### config.mk
export PLATFORM = sky130hd
export DESIGN_NAME = router_fsm_ctrl
export DESIGN_NICKNAME = d
export VERILOG_FILES = /design/src/rtl/router_fsm_ctrl.sv
export SDC_FILE = /design/constraint.sdc
export NUM_CORES = 1
export LEC_CHECK = 0
export CORE_AREA = 2 2 39 41
export DETAILED_ROUTE_END_ITERATION = 8
export DIE_AREA = 0 0 41 43
export GPL_TIMING_DRIVEN = 1
export PLACE_DENSITY = 0.7
export SLEW_MARGIN = 20
export SYNTH_ARGS = -nofsm -noshare
export SYNTH_HDL_FRONTEND = slang
export SYNTH_SLANG_ARGS = --single-unit
### constraint.sdc
create_clock -name clock -period 2.6 [get_ports clock]
set_input_delay 0.52 -clock clock [delete_from_list [all_inputs] [get_ports clock]]
set_output_delay 0.52 -clock clock [all_outputs]
set_load 0.005 [all_outputs]
### src/rtl/router_fsm_ctrl.sv
// Router control FSM: decodes the header address, sequences payload/parity
// loading into the selected output FIFO and stalls the source while it is busy.
module router_fsm_ctrl (
    input  logic       clock,
    input  logic       reset,
    input  logic       pkt_valid,
    input  logic [1:0] data_in,
    input  logic       fifo_full,
    input  logic       fifo_empty_0,
    input  logic       fifo_empty_1,
    input  logic       fifo_empty_2,
    input  logic       soft_reset_0,
    input  logic       soft_reset_1,
    input  logic       soft_reset_2,
    input  logic       parity_done,
    input  logic       low_packet_valid,
    output logic       detect_add,
    output logic       lfd_state,
    output logic       ld_state,
    output logic       laf_state,
    output logic       full_state,
    output logic       rst_int_reg,
    output logic       write_enb_reg,
    output logic       busy
);

    localparam int unsigned STATE_W = 3;
    localparam int unsigned ADDR_W  = 2;

    localparam logic [STATE_W-1:0] DECODE_ADDRESS     = 3'd0;
    localparam logic [STATE_W-1:0] LOAD_FIRST_DATA    = 3'd1;
    localparam logic [STATE_W-1:0] LOAD_DATA          = 3'd2;
    localparam logic [STATE_W-1:0] FIFO_FULL_STATE    = 3'd3;
    localparam logic [STATE_W-1:0] LOAD_AFTER_FULL    = 3'd4;
    localparam logic [STATE_W-1:0] LOAD_PARITY        = 3'd5;
    localparam logic [STATE_W-1:0] CHECK_PARITY_ERROR = 3'd6;
    localparam logic [STATE_W-1:0] WAIT_TILL_EMPTY    = 3'd7;

    localparam logic [ADDR_W-1:0] ADDR_INVALID = 2'd3;

    logic [STATE_W-1:0] state;
    logic [STATE_W-1:0] state_nxt;
    logic [ADDR_W-1:0]  addr;
    logic [ADDR_W-1:0]  addr_nxt;
    logic               addr_ok;
    logic               empty_din;
    logic               empty_addr;
    logic               soft_rst_sel;

    assign addr_ok = pkt_valid && (data_in != ADDR_INVALID);

    // Emptiness of the FIFO named by the incoming header byte
    always_comb begin
        empty_din = 1'b0;
        case (data_in)
            2'd0:    empty_din = fifo_empty_0;
            2'd1:    empty_din = fifo_empty_1;
            2'd2:    empty_din = fifo_empty_2;
            default: empty_din = 1'b0;
        endcase
    end

    // Emptiness and soft reset of the FIFO currently latched as destination
    always_comb begin
        empty_addr   = 1'b0;
        soft_rst_sel = 1'b0;
        case (addr)
            2'd0: begin
                empty_addr   = fifo_empty_0;
                soft_rst_sel = soft_reset_0;
            end
            2'd1: begin
                empty_addr   = fifo_empty_1;
                soft_rst_sel = soft_reset_1;
            end
            2'd2: begin
                empty_addr   = fifo_empty_2;
                soft_rst_sel = soft_reset_2;
            end
            default: begin
                empty_addr   = 1'b0;
                soft_rst_sel = 1'b0;
            end
        endcase
    end

    always_ff @(posedge clock) begin
        if (reset) begin
            state <= DECODE_ADDRESS;
            addr  <= '0;
        end else begin
            state <= state_nxt;
            addr  <= addr_nxt;
        end
    end

    // Next-state logic; a timed-out destination FIFO aborts the packet
    always_comb begin
        state_nxt = state;
        addr_nxt  = addr;
        if ((state == DECODE_ADDRESS) && addr_ok) begin
            addr_nxt = data_in;
        end
        if (soft_rst_sel) begin
            state_nxt = DECODE_ADDRESS;
        end else begin
            case (state)
                DECODE_ADDRESS: begin
                    if (addr_ok) begin
                        state_nxt = empty_din ? LOAD_FIRST_DATA : WAIT_TILL_EMPTY;
                    end
                end
                LOAD_FIRST_DATA: state_nxt = LOAD_DATA;
                LOAD_DATA: begin
                    if (fifo_full) begin
                        state_nxt = FIFO_FULL_STATE;
                    end else if (!pkt_valid) begin
                        state_nxt = LOAD_PARITY;
                    end
                end
                FIFO_FULL_STATE: begin
                    if (!fifo_full) begin
                        state_nxt = LOAD_AFTER_FULL;
                    end
                end
                LOAD_AFTER_FULL: begin
                    if (parity_done) begin
                        state_nxt = DECODE_ADDRESS;
                    end else if (low_packet_valid) begin
                        state_nxt = LOAD_PARITY;
                    end else begin
                        state_nxt = LOAD_DATA;
                    end
                end
                LOAD_PARITY: state_nxt = CHECK_PARITY_ERROR;
                CHECK_PARITY_ERROR: begin
                    state_nxt = fifo_full ? FIFO_FULL_STATE : DECODE_ADDRESS;
                end
                WAIT_TILL_EMPTY: begin
                    if (empty_addr) begin
                        state_nxt = LOAD_FIRST_DATA;
                    end
                end
                default: state_nxt = DECODE_ADDRESS;
            endcase
        end
    end

    // Moore decodes of the registered state only
    always_comb begin
        detect_add    = 1'b0;
        lfd_state     = 1'b0;
        ld_state      = 1'b0;
        full_state    = 1'b0;
        laf_state     = 1'b0;
        rst_int_reg   = 1'b0;
        write_enb_reg = 1'b0;
        busy          = 1'b1;
        case (state)
            DECODE_ADDRESS: begin
                detect_add = 1'b1;
                busy       = 1'b0;
            end
            LOAD_FIRST_DATA: lfd_state = 1'b1;
            LOAD_DATA: begin
                ld_state      = 1'b1;
                write_enb_reg = 1'b1;
                busy          = 1'b0;
            end
            FIFO_FULL_STATE: full_state = 1'b1;
            LOAD_AFTER_FULL: begin
                laf_state     = 1'b1;
                write_enb_reg = 1'b1;
            end
            LOAD_PARITY:        write_enb_reg = 1'b1;
            CHECK_PARITY_ERROR: rst_int_reg   = 1'b1;
            WAIT_TILL_EMPTY:    busy          = 1'b1;
            default: begin
                detect_add = 1'b1;
                busy       = 1'b0;
            end
        endcase
    end

endmodule

==> implementation parameters <==
Parameter                              Value

Outcome
  Status ... finished, final reports clean

Finish
  Fraction of final layout cells sized beyond drive strength 1 ... 0.131
  Number of diodes added for antenna fixing ... 0
  Net count, final ... 99
  Most common cell after layout, fill and taps aside ... clkdlybuf4s50_1
  Relative area change from synthesis to final layout ... 51.2%
  Most used cells in the layout excluding fill and tap cells ... clkdlybuf4s50_1 (21), nor2_1 (7), a21oi_1 (6)

Routing
  Antenna-violating nets left ... 0
  Number of vias per cell after detailed routing ... 5.29
  Count of vias placed by the detailed router ... 529
  Pre-antenna DRT Iters ... 4
  Violation count after the first detailed-routing iteration ... 9
  Remaining design rule violation count ... 0
  WL per Instance ... 11.4 um
  Routed wire length ... 1.14 mm

STA
  Time the worst path needs with I/O delays and setup ... 2.22 ns
  Final slew viol count ... 0
  Fmax ... 450 MHz
  Post-route clock skew ... 0.000799 ns
  Final setup TNS ... 0 ns
  Setup-violating endpoint count in the final report ... 0
  Share of the cycle needed by the critical path after routing ... 0.855
  Setup repair after global routing missed its margin ... no
  Final WS setup ... 0.378 ns
  Actual slew at the worst max-slew pin ... 0.421 ns
  Headroom to the max-slew limit ... 0.719
  Hold violation count in the final report ... 0

Worst hold path
  Type of the tightest min-delay check ... reg -> reg
  Hold Crit Depth ... 2
  Hold_sp ... addr[1]$_SDFFE_PP0P_
  Hold Path Sink ... addr[1]$_SDFFE_PP0P_

Global routing
  Congestion Overflow GR ... 0
  Initial antenna violation count ... 0
  Number of global-route vias before repair ... 453
  Global-route track usage on met1 ... 0.150
  Pin count of the biggest net entering global routing ... 16
  Fraction of met3 tracks used by global routing ... 0.0366
  Gr busiest metal ... met2
  First-pass GRT wire length ... 1.68 mm
  All-Layer GR Usage ... 0.136
  GRT met2 Usage ... 0.219

Logic synthesis
  Post-synthesis cell type count ... 27
  Post-Synthesis Cells ... 62
  Sequential share of the synthesized area ... 0.217
  Net Count, Synth ... 76
  Ys Warns ... 0
  Average size of a mapped cell ... 7.45 sq um
  Register bit total from synthesis ... 5
  Cell Area, Synth ... 462 sq um

Setup path
  Worst reg2reg path endpoint ... state[2]$_SDFFE_PP0P_
  Required time of the critical path ... 2.08 ns
  Register-to-register path setup slack ... 1.10 ns
  Category of the worst setup path capture point ... output pin
  Worst r2r src ... state[0]$_SDFFE_PP0P_
  WP data arrival ... 1.70 ns
  Crit path max fanout ... 10
  CP Launch Type ... flop
  Worst reg2reg path depth ... 4
  Crit Path Category ... reg -> out

Clock tree
  Resize count post-CTS ... 0
  Clock transition time at the flip-flop clock pins of the worst setup and hold paths ... 0.05 ns
  H-tree levels ... 1
  Total setup buffers inserted after CTS ... 0
  Number of buffers on the longest clock path ... 2
  Cell at the root of the clock tree ... clkbuf_4
  Sinks on the clock net ... 5
  Hold-fix buffers at CTS ... 0
  TritonCTS clock tree ... done
  Clock Latency Late Sink ... 0.24 ns
  CTS buffer count ... 3

Floorplan
  Die outline area ... 1760 sq um
  Initial Util ... 0.334
  I/O pin total ... 22
  # rows ... 14
  Placeable core region ... 1380 sq um
  Die X ... 41 um
  Vertical extent of the die ... 43 um

Power
  VDD IR max ... 0.188 mV
  Power density cells ... 493 nW/um^2
  Leak pwr ... 0.258 nW

Placed design
  Placed wire-length estimate after detailed placement ... 866 um
  Last weighted congestion value of the routability-driven placer ... 0.732
  Worst setup slack after placement ... 0.644 ns
  Buffers added on ports ... 21

Flow run
  Maxcap violations ... 0
state kept, by name, indices dropped and copies added (netlist names):
register,flops
addr,2
state,3
cell usage after synthesis:
| library cell | number | area, sq um |
|---|---|---|
| nor2_1 | 7 | 26.3 |
| a21oi_1 | 6 | 30.0 |
| dfxtp_1 | 5 | 100 |
| inv_1 | 5 | 18.8 |
| nand2_1 | 4 | 15.0 |
| nand3b_1 | 4 | 30.0 |
| o22ai_1 | 4 | 25.0 |
| mux2i_1 | 3 | 30.0 |
| o21ai_0 | 3 | 15.0 |
| and3_1 | 2 | 12.5 |
| nor3_1 | 2 | 10.0 |
| nor3_2 | 2 | 20.0 |
| a21boi_0 | 1 | 7.51 |
| a31oi_1 | 1 | 6.26 |
| and2_1 | 1 | 6.26 |
| buf_2 | 1 | 5.00 |
| buf_6 | 1 | 11.3 |
| clkbuf_1 | 1 | 3.75 |
| nand4_1 | 1 | 6.26 |
| nor2_2 | 1 | 6.26 |
| nor3b_2 | 1 | 12.5 |
| nor3b_4 | 1 | 18.8 |
| o221a_2 | 1 | 11.3 |
| o31a_1 | 1 | 8.76 |
| or2_2 | 1 | 6.26 |
| or2b_1 | 1 | 7.51 |
| or3_4 | 1 | 11.3 |
critical path, cell delays in order, from the launching register on:
cell and delay [ns]:
dfxtp_1 0.47, or2b_1 0.31, o21ai_0 0.17, clkdlybuf4s50_1 0.52
metrics by stage:
| step | instance area (sq um) | hold slack (ns) | instances | utilization | power (W) |
|---|---|---|---|---|---|
| 6_report | 698 | 0.568 | 100 | 0.505 | 0.000345 |
| 4_1_cts | 698 | 0.570 | 100 | 0.505 | 0.000350 |
| 3_3_place_gp | 672 | 0.563 | 96 | 0.486 | 0.000255 |
| 2_1_floorplan | 462 | 0.526 | 62 | - | 0.000190 |
| 3_5_place_dp | 672 | 0.567 | 96 | 0.486 | 0.000256 |
| 5_1_grt | 698 | 0.598 | 100 | 0.505 | 0.000367 |
routing by layer:
layer	routed length [um]	vias up
met2	558	23
met1	473	236
met4	14	0
li1	-	268
met5	0	-
met3	96	2
logic make-up (layout without fill, tap and decap cells):
logic type             Yosys count  after routing  synth area share
AND/OR/NAND/NOR                 29             29             0.409
AO/OA/AOI/OAI                   17             17             0.225
buffers and inverters            8             30            0.0840
flip-flops                       5              5             0.217
multiplexers                     3              3            0.0650
area by class of cell:
type	instances	area [sq um]
inverters	5	18.8
repair buffers	21	210
flip-flops and latches	5	100
fillers	156	686
multi-input cells	49	323
well taps	16	20.0
clock buffers	4	26.3
worst max-delay path by stage:
stage / from / to / slack (ns) / depth (start not counted)
after floorplan: state[1]$_SDFFE_PP0P_ / write_enb_reg / 1.22 / 3
after global placement: state[0]$_SDFFE_PP0P_ / detect_add / 0.65 / 3
after detailed placement: state[0]$_SDFFE_PP0P_ / detect_add / 0.64 / 3
after CTS: state[1]$_SDFFE_PP0P_ / write_enb_reg / 0.37 / 3
after global routing: state[1]$_SDFFE_PP0P_ / write_enb_reg / 0.30 / 3
final: state[1]$_SDFFE_PP0P_ / write_enb_reg / 0.38 / 3
power breakdown:
| group | switching [W] | internal, W |
|---|---|---|
| sequential | 0.0000202 | 0.0000860 |
| combinational | 0.0000586 | 0.0000894 |
| clock | 0.0000323 | 0.0000581 |
No activity file was read; power rests on OpenSTA's default activity.
